`config.mk`:
```
export PLATFORM = sky130hd
export DESIGN_NAME = lcd_bus_writer
export DESIGN_NICKNAME = d
export VERILOG_FILES = /design/src/rtl/lcd_pkg.sv /design/src/rtl/lcd_delay_counter.sv /design/src/rtl/lcd_bus_writer.sv
export SDC_FILE = /design/constraint.sdc
export NUM_CORES = 1
export LEC_CHECK = 0
export BUFFER_PORTS_ARGS = -buffer_cell sky130_fd_sc_hd__buf_4
export CORE_ASPECT_RATIO = 1.5
export CORE_MARGIN = 3
export CORE_UTILIZATION = 35
export DETAILED_ROUTE_END_ITERATION = 12
export PLACE_DENSITY_LB_ADDON = 0.25
export SETUP_SLACK_MARGIN = 0.02
export SLEW_MARGIN = 40
export SYNTH_ARGS = -nofsm -noshare
export SYNTH_HDL_FRONTEND = slang
export SYNTH_SLANG_ARGS = --single-unit
```
`constraint.sdc`:
```
create_clock -name iCLK -period 5.55 [get_ports iCLK]
set_input_delay 0.555 -clock iCLK [delete_from_list [all_inputs] [get_ports iCLK]]
set_output_delay 0.555 -clock iCLK [all_outputs]
set_load 0.1 [all_outputs]
```
`src/rtl/lcd_pkg.sv`:
```
// Shared types and constants for the HD44780 bus writer: FSM states, init
// command bytes, default timing and the clear/home wait classifier.
package lcd_pkg;

   typedef enum logic [2:0] {
      IDLE,
      SETUP,
      PULSE,
      HOLD,
      WAIT,
      PWR_WAIT
   } lcd_state_t;

   localparam logic [7:0] CMD_FUNC_8B2L = 8'h38;
   localparam logic [7:0] CMD_DISP_ON   = 8'h0C;
   localparam logic [7:0] CMD_CLEAR     = 8'h01;
   localparam logic [7:0] CMD_ENTRY_INC = 8'h06;

   localparam int T_SETUP_DEF = 4;
   localparam int T_EN_DEF    = 16;
   localparam int T_HOLD_DEF  = 4;
   localparam int T_EXEC_DEF  = 2500;
   localparam int T_CLEAR_DEF = 82000;
   localparam int T_PWR_DEF   = 750000;

   function automatic int max2(input int a, input int b);
      return (a > b) ? a : b;
   endfunction

   // Clear (0x01) and return-home (0x02/0x03) need the long execution wait.
   function automatic logic is_long_cmd(input logic rs, input logic [7:0] data);
      return !rs && (data[7:2] == 6'd0) && (data != 8'd0);
   endfunction

endpackage

```
`src/rtl/lcd_delay_counter.sv`:
```
// Loadable down-counter; done flags the terminal count of zero.
module lcd_delay_counter #(
   parameter int W = 8
) (
   input  logic         clk_sys,
   input  logic         rst_b,
   input  logic         load,
   input  logic [W-1:0] load_val,
   output logic         done
);

   logic [W-1:0] count;

   always_ff @(posedge clk_sys or negedge rst_b) begin
      if (!rst_b) begin
         count <= '0;
      end else if (load) begin
         count <= load_val;
      end else if (count != '0) begin
         count <= count - 1'b1;
      end
   end

   assign done = (count == '0);

endmodule

```
`src/rtl/lcd_bus_writer.sv`:
```
// HD44780 write-only bus timing engine: one byte per valid/ready handshake.
// Optional power-on init sequence when LCD_INIT_SEQ_EN is defined.
//
// state    | meaning
// ---------+-----------------------------------------------------------
// IDLE     | ready for a request (oReady=1)
// SETUP    | RS/DATA settling before E rises
// PULSE    | LCD_E high
// HOLD     | RS/DATA held after E falls
// WAIT     | controller execution time (short, or long for clear/home)
// PWR_WAIT | power-on delay before the built-in init bytes
module lcd_bus_writer
   import lcd_pkg::*;
#(
   parameter int T_SETUP_CYC = T_SETUP_DEF,
   parameter int T_EN_CYC    = T_EN_DEF,
   parameter int T_HOLD_CYC  = T_HOLD_DEF,
   parameter int T_EXEC_CYC  = T_EXEC_DEF,
   parameter int T_CLEAR_CYC = T_CLEAR_DEF,
   parameter int T_PWR_CYC   = T_PWR_DEF
) (
   input  logic       iCLK,
   input  logic       iRST_N,
   input  logic       iValid,
   input  logic       iRS,
   input  logic [7:0] iData,
   output logic       oReady,
   output logic       oInitDone,
   output logic [7:0] LCD_DATA,
   output logic       LCD_RS,
   output logic       LCD_RW,
   output logic       LCD_E
);

   localparam int T_MAX = max2(max2(max2(T_SETUP_CYC, T_EN_CYC), max2(T_HOLD_CYC, T_EXEC_CYC)),
                               max2(T_CLEAR_CYC, T_PWR_CYC));
   localparam int CW = $clog2(T_MAX) + 1;

   // Counter holds (cycles - 1) so a state ends on the cycle it reads zero.
   localparam logic [CW-1:0] LD_SETUP = CW'(T_SETUP_CYC - 1);
   localparam logic [CW-1:0] LD_EN    = CW'(T_EN_CYC - 1);
   localparam logic [CW-1:0] LD_HOLD  = CW'(T_HOLD_CYC - 1);
   localparam logic [CW-1:0] LD_EXEC  = CW'(T_EXEC_CYC - 1);
   localparam logic [CW-1:0] LD_CLEAR = CW'(T_CLEAR_CYC - 1);

`ifdef LCD_INIT_SEQ_EN
   // PWR_WAIT spends its first cycle loading, so the load is two short.
   localparam logic [CW-1:0] LD_PWR = CW'((T_PWR_CYC > 1) ? (T_PWR_CYC - 2) : 0);
   localparam lcd_state_t RST_STATE = PWR_WAIT;
   localparam logic [7:0] INIT_ROM [4] = '{CMD_FUNC_8B2L, CMD_DISP_ON, CMD_CLEAR, CMD_ENTRY_INC};
`else
   localparam lcd_state_t RST_STATE = IDLE;
`endif

   lcd_state_t    state, state_nxt;
   logic          cnt_load;
   logic [CW-1:0] cnt_val;
   logic          cnt_done;
   logic          latch_en;
   logic          latch_rs;
   logic [7:0]    latch_data;

`ifdef LCD_INIT_SEQ_EN
   logic [1:0]    init_idx;
   logic          init_done_q;
   logic          pwr_started;
   logic          init_adv;
`endif

   lcd_delay_counter #(.W(CW)) u_delay (
      .clk_sys  (iCLK),
      .rst_b    (iRST_N),
      .load     (cnt_load),
      .load_val (cnt_val),
      .done     (cnt_done)
   );

   always_comb begin
      state_nxt  = state;
      cnt_load   = 1'b0;
      cnt_val    = '0;
      latch_en   = 1'b0;
      latch_rs   = 1'b0;
      latch_data = 8'h00;
`ifdef LCD_INIT_SEQ_EN
      init_adv   = 1'b0;
`endif
      case (state)
         IDLE: begin
            if (iValid) begin
               state_nxt  = SETUP;
               cnt_load   = 1'b1;
               cnt_val    = LD_SETUP;
               latch_en   = 1'b1;
               latch_rs   = iRS;
               latch_data = iData;
            end
         end
         SETUP: begin
            if (cnt_done) begin
               state_nxt = PULSE;
               cnt_load  = 1'b1;
               cnt_val   = LD_EN;
            end
         end
         PULSE: begin
            if (cnt_done) begin
               state_nxt = HOLD;
               cnt_load  = 1'b1;
               cnt_val   = LD_HOLD;
            end
         end
         HOLD: begin
            if (cnt_done) begin
               state_nxt = WAIT;
               cnt_load  = 1'b1;
               cnt_val   = is_long_cmd(LCD_RS, LCD_DATA) ? LD_CLEAR : LD_EXEC;
            end
         end
         WAIT: begin
            if (cnt_done) begin
               state_nxt = IDLE;
`ifdef LCD_INIT_SEQ_EN
               if (!init_done_q) begin
                  init_adv = 1'b1;
                  if (init_idx != 2'd3) begin
                     state_nxt  = SETUP;
                     cnt_load   = 1'b1;
                     cnt_val    = LD_SETUP;
                     latch_en   = 1'b1;
                     latch_data = INIT_ROM[init_idx + 2'd1];
                  end
               end
`endif
            end
         end
         PWR_WAIT: begin
`ifdef LCD_INIT_SEQ_EN
            if (!pwr_started && (T_PWR_CYC > 1)) begin
               cnt_load = 1'b1;
               cnt_val  = LD_PWR;
            end else if (cnt_done) begin
               state_nxt  = SETUP;
               cnt_load   = 1'b1;
               cnt_val    = LD_SETUP;
               latch_en   = 1'b1;
               latch_data = INIT_ROM[0];
            end
`else
            state_nxt = IDLE;
`endif
         end
         default: state_nxt = IDLE;
      endcase
   end

   always_ff @(posedge iCLK or negedge iRST_N) begin
      if (!iRST_N) begin
         state    <= RST_STATE;
         LCD_E    <= 1'b0;
         LCD_RS   <= 1'b0;
         LCD_DATA <= 8'h00;
      end else begin
         state <= state_nxt;
         LCD_E <= (state_nxt == PULSE);
         if (latch_en) begin
            LCD_RS   <= latch_rs;
            LCD_DATA <= latch_data;
         end
      end
   end

`ifdef LCD_INIT_SEQ_EN
   always_ff @(posedge iCLK or negedge iRST_N) begin
      if (!iRST_N) begin
         init_idx    <= 2'd0;
         init_done_q <= 1'b0;
         pwr_started <= 1'b0;
      end else begin
         if (state == PWR_WAIT) begin
            pwr_started <= 1'b1;
         end
         if (init_adv) begin
            if (init_idx == 2'd3) begin
               init_done_q <= 1'b1;
            end else begin
               init_idx <= init_idx + 2'd1;
            end
         end
      end
   end

   assign oInitDone = init_done_q;
`else
   assign oInitDone = 1'b1;
`endif

   assign oReady = (state == IDLE);
   assign LCD_RW = 1'b0;

endmodule
```
==> results of run 1 <==
per-layer routing:
layer / wire length (um) / track usage, %
met4: 68 / 5.115
met2: 2093 / 25.78
met1: 1474 / 15.09
met5: 0 / 0
met3: 174 / 3.966
metrics by stage:
step	util [%]	std cells	setup slack, ns	area [um^2]
floorplan	-	181	2.348	1792
global placement	40.96	261	3.065	2002
detailed placement	41.14	261	2.924	2011
CTS	42.70	268	2.922	2087
global route	42.70	268	2.611	2087
finish	42.70	268	2.930	2087
cell usage in the layout, fill, tap and decap left out, types with 2 or more instances in the layout:
cell type / Yosys / layout
clkbuf_8: 0 / 5
a31oi_1: 3 / 3
o21ai_0: 11 / 11
xnor2_1: 5 / 5
inv_1: 4 / 4
nor3_1: 5 / 5
nand2b_1: 2 / 2
or4_1: 2 / 2
nor2_1: 21 / 21
nand2_1: 12 / 12
nand3_1: 2 / 2
nand4_1: 3 / 3
a211oi_1: 3 / 3
or3_1: 6 / 6
clkbuf_1: 3 / 2
dfrtp_1: 34 / 34
nor2b_1: 2 / 2
conb_1: 2 / 2
o2111ai_1: 2 / 2
mux2_2: 9 / 9
o211ai_1: 2 / 2
a21oi_1: 11 / 11
nand3b_1: 2 / 2
xor2_1: 9 / 9
nor4_1: 2 / 2
buf_4: 3 / 22
synthesized netlist by cell type, types with 2 or more instances:
cell,instances
dfrtp_1,34
nor2_1,21
nand2_1,12
a21oi_1,11
o21ai_0,11
mux2_2,9
xor2_1,9
or3_1,6
nor3_1,5
xnor2_1,5
inv_1,4
a211oi_1,3
a31oi_1,3
buf_4,3
clkbuf_1,3
nand4_1,3
buf_2,2
conb_1,2
nand2b_1,2
nand3_1,2
nand3b_1,2
nor2b_1,2
nor4_1,2
o2111ai_1,2
o211ai_1,2
or4_1,2
final timing paths:
check / start / endpoint / cells after the start
max: u_delay.count[0]$_DFFE_PN0P_ / u_delay.count[16]$_DFFE_PN0P_ / 7
min: iRST_N / u_delay.count[9]$_DFFE_PN0P_ / 1
max reg2reg: u_delay.count[0]$_DFFE_PN0P_ / u_delay.count[16]$_DFFE_PN0P_ / 7
min reg2reg: u_delay.count[20]$_DFFE_PN0P_ / u_delay.count[20]$_DFFE_PN0P_ / 2
max in group asynchronous: iRST_N / LCD_DATA[3]$_DFFE_PN0P_ / 1
min in group iCLK: iData[5] / LCD_DATA[5]$_DFFE_PN0P_ / 2
power by group:
| part | switching, W | leakage, nW | internal (W) |
|---|---|---|---|
| registers | 0.0000482 | 0.415 | 0.000287 |
| clock network | 0.0000850 | 0.0383 | 0.0000864 |
| logic | 0.0000812 | 0.419 | 0.0000535 |
| total | 0.000214 | 0.873 | 0.000427 |
cells by family after synthesis:
group | after synthesis | synth area share [%]
and+or+nand+nor | 74 | 23.60
AOI/OAI and AO/OA | 35 | 12.01
DFF | 34 | 47.49
xor gates and xnor gates | 14 | 6.844
buffers and inverters | 12 | 3.282
muxes | 9 | 5.657
other | 2 | 0.4192
adders and majority gates | 1 | 0.6982
registers in the layout, summed over array words and instances, names as in the netlist:
| register | flops |
|---|---|
| u_delay.count | 21 |
| LCD_DATA | 8 |
| state | 3 |
| LCD_E | 1 |
| LCD_RS | 1 |
area by class of cell:
class / instances / share of cell area (%)
Timing Repair Buffer: 22 / 7.914
Multi-Input combinational cell: 135 / 42.99
Clock buffer: 7 / 3.657
Sequential cell: 34 / 40.77
Inverter: 4 / 0.7194
Tap cell: 66 / 3.957
==> results.json, run 1 <==
{
  "rows": 31,
  "via_per_inst": 5.172,
  "p_leak_nw": 0.8728,
  "p_total_w": 0.0006413,
  "grt_pass1_wl_um": 6596,
  "avgRoutedWirePerCell_um": 14.22,
  "first_global_vias": 1459,
  "htree_levels": 2,
  "path_max_fanout": 11,
  "ctsResizeCount": 0,
  "hold_slack_ns": 0.2104,
  "multi_input_area_um2": 897.1,
  "maxCapViolCount": 0,
  "cts_hold_buf": 0,
  "clkTransAtPathRegs_ns": 0.07,
  "start_kind": "flip-flop",
  "synth_ff_type": "dfrtp_1",
  "die-width_um": 64.42,
  "fin_skew_ns": 0.007750,
  "yosysSeqAreaShare_pct": 47.49,
  "place.gp.congestion": 0.7555,
  "start_util_pct": 36.66,
  "io_buffers": 22,
  "cp.required_ns": 5.75,
  "relSlewSlack_pct": 52.88,
  "fin_crit_ns": 2.620,
  "cts_sinks": 34,
  "drive_gt1_share_pct": 23.27,
  "status": "complete, no violations",
  "path_buf_inv": 1,
  "path_delay_family": "simple AND/OR/NAND/NOR gates",
  "rsz0062_at_grt": "false",
  "cp_slowest_cell": "nand4_1",
  "syn_inst": 181,
  "drt_first_pass_iters": 4,
  "finalSetupTns_ns": 0,
  "design.core.area_mm2": 0.004887,
  "drtIter0Drc": 23,
  "netlist.area_leader.share_pct": 47.49,
  "yosysWarnings": 0,
  "cp.arrival_ns": 2.82,
  "critical_path.max_stage_delay_ns": 0.48,
  "area_growth_pct": 16.48,
  "synth-edff-count": 0,
  "tritoncts": "yes",
  "synth_area_mm2": 0.001792,
  "power_density_mw_per_mm2": 307.3,
  "track_usage_pct": 14.06,
  "nFillCells": 514,
  "setup_viol": 0,
  "setup.worst_path.end_class": "flip-flop",
  "slew_viol_final": 0,
  "grt-ovfl-total": 0,
  "post-route-period-util_pct": 47.21,
  "antenna_found_initial": 0,
  "avgSynthCellArea_um2": 9.899,
  "syn_nets": 194,
  "num_io_pins": 25,
  "drt-total-wl_um": 3810,
  "ys_async_sr_fraction_pct": 100.0,
  "die_y_um": 93.63,
  "grt_max_degree": 35,
  "cp_common_cell": "or3_1",
  "ff_latch_area_um2": 850.8,
  "ys_top_cells_by_area": "dfrtp_1 (47%), mux2_2 (5.7%), nor2_1 (4.4%)",
  "synth-seq-cells": 34,
  "cp_cell_sequence": "inv_1 -> ha_1 -> nor3b_1 -> nand4_1 -> or3_1 -> or3_1 -> a21oi_1",
  "die_area_mm2": 0.006032,
  "hp-class": "primary input to async pin",
  "yosysTopAreaCell": "dfrtp_1",
  "vias": 1386,
  "cts_root_buf": "clkbuf_8",
  "ys_types": 45,
  "peakVddDrop_mv": 0.1432,
  "dp_hpwl_um": 2849,
  "cts_max_path_buffers": 2,
  "timing_hold_violations_final": 0,
  "drc": 0,
  "tightest_slew_ns": 0.7038,
  "ant_nets": 0,
  "diodes": 0,
  "clock_latency_ns": 0.28,
  "fmax_ghz": 0.3816,
  "r2r_slack_ns": 2.93,
  "critical_path_class": "flip-flop to flip-flop",
  "cts_buffers": 5,
  "post_cts_buffers": 0,
  "finalNetCount": 215
}
Note: power is estimated with default switching activity, not from simulation.
==> inputs of run 2 (changes only) <==
Clock period 5.55 ns to 2.2 ns, I/O delays scaled along.
==> results.json, run 2 (same netlist as run 1, synthesis figures left out) <==
{
  "cp_slowest_cell": "or3_1",
  "dp_slack_ns": 0.05059,
  "tritoncts": "yes",
  "cp_cell_sequence": "inv_1 -> ha_1 -> nor3b_2 -> nand4_1 -> or3_1 -> or3_1 -> a21oi_1",
  "cts_buffers": 5,
  "rows": 31,
  "place.gp.congestion": 0.7553,
  "grt-ovfl-total": 0,
  "grt_pass1_wl_um": 6699,
  "status": "complete, no violations",
  "path_delay_family": "simple AND/OR/NAND/NOR gates",
  "cts_max_path_buffers": 2,
  "reg.largest.list": "u_delay.count (21), LCD_DATA (8), state (3)",
  "power_density_mw_per_mm2": 748.6,
  "via_per_inst": 5.021,
  "p_leak_nw": 0.9644,
  "peakVddDrop_mv": 0.4752,
  "area_growth_pct": 25.00,
  "die_area_mm2": 0.006032,
  "p_total_w": 0.001677,
  "fin_crit_ns": 2.019,
  "drc": 0,
  "drtIter0Drc": 38,
  "htree_levels": 2,
  "rsz0062_at_grt": "false",
  "final_common_cell": "buf_4",
  "top_register": "u_delay.count",
  "drt_first_pass_iters": 5,
  "fmax_ghz": 0.4953,
  "timing_hold_violations_final": 0,
  "post-route-period-util_pct": 91.77,
  "cp_common_cell": "or3_1",
  "first_global_vias": 1513,
  "slew_viol_final": 0,
  "num_io_pins": 25,
  "diodes": 0,
  "antenna_found_initial": 0,
  "ant_nets": 0,
  "io_buffers": 22,
  "setup_slack_ns": 0.1811,
  "utilization_pct": 45.83,
  "cp.arrival_ns": 2.23,
  "setup_viol": 0,
  "final_cell_mix": "buf_4 (35), dfrtp_1 (34), nor2_1 (21), nand2_1 (12)",
  "drt-total-wl_um": 3848,
  "nFillCells": 492,
  "die-width_um": 64.42,
  "clkTransAtPathRegs_ns": 0.07,
  "fin_skew_ns": 0.007577,
  "hp-class": "primary input to flip-flop",
  "setup.worst_path.end_class": "flip-flop",
  "vias": 1426,
  "critical_path.max_stage_delay_ns": 0.39,
  "avgRoutedWirePerCell_um": 13.55,
  "maxCapViolCount": 0,
  "clock_latency_ns": 0.29,
  "cts_root_buf": "clkbuf_8",
  "finalSetupTns_ns": 0,
  "path_max_fanout": 5,
  "finalNetCount": 230,
  "die_y_um": 93.63,
  "cp.required_ns": 2.41,
  "drive_gt1_share_pct": 30.73,
  "design.core.area_mm2": 0.004887,
  "dp_hpwl_um": 2922,
  "track_usage_pct": 14.33,
  "start_kind": "flip-flop",
  "path_buf_inv": 1,
  "critical_path_class": "flip-flop to flip-flop",
  "largest_reg_flops": 21,
  "cts_sinks": 34,
  "grt_max_degree": 35,
  "start_util_pct": 36.66
}
## run 2: cell count changes in the layout (fill, tap and decap cells not counted), sizes merged
| cell | before | now |
|---|---|---|
| clkinv | 0 | 1 |
| buf | 22 | 36 |
| dlygate4sd3 | 0 | 1 |
## run 2: stage by stage
| step | cells | hold WS, ns | instance area [um^2] |
|---|---|---|---|
| final | 284 | 0.1612 | 2240 |
| after CTS | 282 | 0.1518 | 2211 |
| after global routing | 284 | 0.1586 | 2240 |
| after detailed placement | 273 | 0.2022 | 2110 |
| after global placement | 273 | 0.1979 | 2110 |
| after floorplan | 181 | -0.07559 | 1797 |
## run 2: final timing paths
kind | depth (start not counted) | startpoint | endpoint | slack (ns)
min | 2 | iData[6] | LCD_DATA[6]$_DFFE_PN0P_ | 0.16
max in group asynchronous | 2 | iRST_N | u_delay.count[3]$_DFFE_PN0P_ | 1.47
max | 7 | u_delay.count[0]$_DFFE_PN0P_ | u_delay.count[16]$_DFFE_PN0P_ | 0.18
min reg2reg | 2 | u_delay.count[20]$_DFFE_PN0P_ | u_delay.count[20]$_DFFE_PN0P_ | 0.53
min in group asynchronous | 2 | iRST_N | u_delay.count[7]$_DFFE_PN0P_ | 0.42
max reg2reg | 7 | u_delay.count[0]$_DFFE_PN0P_ | u_delay.count[16]$_DFFE_PN0P_ | 0.18
## run 2: report_power, final
| part | leakage (nW) | total [W] | switching (W) | internal (W) |
|---|---|---|---|---|
| clock network | 0.0482 | 0.000477 | 0.000224 | 0.000252 |
| logic | 0.501 | 0.000357 | 0.000202 | 0.000155 |
| registers | 0.415 | 0.000843 | 0.000119 | 0.000724 |
| total | 0.964 | 0.00168 | 0.000545 | 0.00113 |
## run 2: final cells by class
cell class / instances / area [um^2] / share of cell area [%]
Timing Repair Buffer: 37 / 292.8 / 13.07
Tap cell: 66 / 82.58 / 3.687
Clock buffer: 7 / 86.33 / 3.855
Sequential cell: 34 / 850.8 / 37.99
Inverter: 4 / 15.01 / 0.6704
Multi-Input combinational cell: 135 / 907.1 / 40.50
Clock inverter: 1 / 5.005 / 0.2235
## run 2: repair_timing
item	4_1_cts	5_1_grt
endpoints found under the setup margin	0	21
buffers inserted	0	2
resized for setup	0	3
hold buffers	1	0
endpoints found under the hold margin	34	0
## run 2: layer usage
metal | GRT usage [%] | vias to the layer above | part of all wire, %
li1 | - | 711 | -
met3 | 2.764 | 6 | 3.8
met2 | 28.02 | 36 | 56
met1 | 14.36 | 673 | 39
met5 | 0 | - | 0
met4 | 5.820 | 0 | 1.8
==> inputs of run 3 (changes only) <==
Settings changed: SYNTH_HIERARCHICAL from default to 1.
==> results.json, run 3 <==
{
  "reg.largest.list": "u_delay/count (21), LCD_DATA (8), state (3)",
  "r2r-start": "u_delay/count[1]$_DFFE_PN0P_",
  "netlist.area_leader.share_pct": 42.90,
  "ys_top_cells_by_area": "dfrtp_1 (43%), mux2_4 (6.8%), xnor2_1 (5.3%)",
  "setup_slack_ns": -0.1506,
  "path_max_fanout": 5,
  "synth_ff_type": "dfrtp_1",
  "synth-edff-count": 0,
  "synth-seq-cells": 34,
  "final_area_mm2": 0.002771,
  "ys_async_sr_fraction_pct": 100.0,
  "track_usage_pct": 15.44,
  "ff_latch_area_um2": 850.8,
  "cp-startpoint": "u_delay/count[1]$_DFFE_PN0P_",
  "cts_max_path_buffers": 2,
  "grt_max_degree": 35,
  "clock_latency_ns": 0.29,
  "post-route-period-util_pct": 106.8,
  "p_leak_nw": 1.223,
  "fin_crit_ns": 2.351,
  "htree_levels": 2,
  "yosysMostFrequentCell": "dfrtp_1",
  "drc": 0,
  "peakVddDrop_mv": 0.5541,
  "die-width_um": 67.46,
  "fin_skew_ns": 0.008655,
  "r2r_slack_ns": -0.15,
  "final_common_cell": "buf_4",
  "via_per_inst": 4.893,
  "yosysSeqAreaShare_pct": 42.90,
  "hp-class": "primary input to flip-flop",
  "rows": 32,
  "final_cell_mix": "buf_4 (57), dfrtp_1 (34), nand2_1 (17), conb_1 (13), xnor2_1 (12)",
  "design.core.area_mm2": 0.005325,
  "cts_sinks": 34,
  "cp.required_ns": 2.38,
  "synthTopCellsByCount": "dfrtp_1 (34), nand2_1 (21), xnor2_1 (12)",
  "start_kind": "flip-flop",
  "avgSynthCellArea_um2": 10.66,
  "timing_hold_violations_final": 0,
  "antenna_found_initial": 0,
  "avgRoutedWirePerCell_um": 14.23,
  "r2r_cells": 9,
  "ant_nets": 0,
  "drt-total-wl_um": 4639,
  "first_global_vias": 1666,
  "diodes": 0,
  "cp.arrival_ns": 2.53,
  "tritoncts": "yes",
  "yosysTopAreaCell": "dfrtp_1",
  "die_area_mm2": 0.006624,
  "clkTransAtPathRegs_ns": 0.08,
  "io_buffers": 22,
  "grt_pass1_wl_um": 7762,
  "vias": 1595,
  "top_register": "u_delay/count",
  "syn_inst": 186,
  "post_dp_cell_area_mm2": 0.002451,
  "place.gp.congestion": 0.8714,
  "die_y_um": 98.19,
  "slew_viol_final": 0,
  "reg2reg_to": "u_delay/count[7]$_DFFE_PN0P_",
  "violations": "setup timing",
  "largest_reg_flops": 21,
  "critical_path_class": "flip-flop to flip-flop",
  "synth_area_mm2": 0.001983,
  "cp-endpoint": "u_delay/count[7]$_DFFE_PN0P_",
  "power_density_mw_per_mm2": 1034,
  "p_total_w": 0.002865,
  "rsz0062_at_grt": "true",
  "setup_viol": 25,
  "grt-ovfl-total": 0,
  "ys_types": 49,
  "area_growth_pct": 39.75,
  "cts_root_buf": "clkbuf_8",
  "nFillCells": 485,
  "drive_gt1_share_pct": 45.35,
  "maxCapViolCount": 0,
  "start_util_pct": 37.24,
  "drt_first_pass_iters": 4,
  "status": "finished with violations",
  "dp_hpwl_um": 3506,
  "finalNetCount": 271,
  "dp_slack_ns": -0.2249,
  "num_io_pins": 25,
  "fmax_ghz": 0.4254,
  "cts_buffers": 5,
  "multi_input_area_mm2": 0.001165,
  "yosysWarnings": 6,
  "setup.worst_path.end_class": "flip-flop",
  "drtIter0Drc": 41
}
-- run 3: cell count changes after synthesis, sizes merged, moves of 4 or more --
| cell | change |
|---|---|
| a21oi | -4 |
| a22o | +6 |
| nand2 | +8 |
| nor2 | -12 |
| o31ai | +8 |
| or3 | -6 |
| xnor2 | +7 |
| xor2 | -5 |
-- run 3: cells by family after synthesis --
logic type,synth area share (%)
buffers and inverters,5.299
DFF,42.90
AOI/OAI and AO/OA,13.75
xor gates and xnor gates,7.066
muxes,8.517
other,0.3787
and+or+nand+nor,20.82
adders and majority gates,1.262
-- run 3: stage by stage --
| stage | cells | hold slack (ns) | util [%] | TNS [ns] |
|---|---|---|---|---|
| 2_1_floorplan | 197 | -0.07559 | - | -1.745 |
| 3_3_place_gp | 307 | 0.1962 | 46.03 | -2.327 |
| 3_5_place_dp | 307 | 0.1969 | 46.03 | -3.802 |
| 6_report | 326 | 0.1503 | 52.04 | -2.199 |
| 4_1_cts | 322 | 0.1447 | 50.85 | -2.261 |
| 5_1_grt | 326 | 0.1435 | 52.04 | -5.174 |
-- run 3: worst min-delay path by stage --
stage	startpoint	end	slack (ns)	depth (start not counted)
global placement	iRST_N	u_delay/count[2]$_DFFE_PN0P_	0.20	1
CTS	iData[2]	LCD_DATA[2]$_DFFE_PN0P_	0.14	2
finish	iData[5]	LCD_DATA[5]$_DFFE_PN0P_	0.15	2
detailed placement	iRST_N	u_delay/count[3]$_DFFE_PN0P_	0.20	1
floorplan	iRST_N	LCD_DATA[0]$_DFFE_PN0P_	-0.08	0
global route	iData[3]	LCD_DATA[3]$_DFFE_PN0P_	0.14	2
-- run 3: final cells by class --
class / count / area share, %
multi-input cells: 147 / 42.03
flip-flops and latches: 34 / 30.70
repair buffers: 64 / 18.56
well taps: 68 / 3.070
clock buffers: 5 / 2.483
clock inverters: 3 / 2.483
inverters: 5 / 0.6772
-- run 3: worst max-delay path, cell delays in order (launching register included) --
cell     delay [ns]
dfrtp_1        0.39
inv_2          0.08
ha_4           0.12
or4b_4         0.46
nor4b_4        0.26
and2_4         0.23
o21ai_4        0.07
a21oi_4        0.25
inv_2          0.09
mux2_2         0.28
-- run 3: what timing repair did --
item                                    in CTS  in global routing
resized for setup                           19                  8
hold endpoints to repair                    34                  0
pin swaps                                    8                  6
hold buffers                                 1                  0
endpoints found under the setup margin      23                 25
setup buffers                                6                  5
-- run 3: power breakdown --
part           total (W)  switching (W)  internal, W  leakage, nW
clock network   0.000694       0.000240     0.000454       0.0683
logic            0.00120       0.000619     0.000585        0.734
registers       0.000967       0.000156     0.000811        0.420
total            0.00287        0.00101      0.00185         1.22
-- run 3: per-layer routing --
metal,share of wire [%],wire [um],track usage [%],up-vias
met4,1.6,74,6.250,0
met3,2.8,132,2.532,7
met2,55,2546,27.16,28
met5,0,0,0,-
met1,41,1885,17.86,769
li1,-,-,-,791
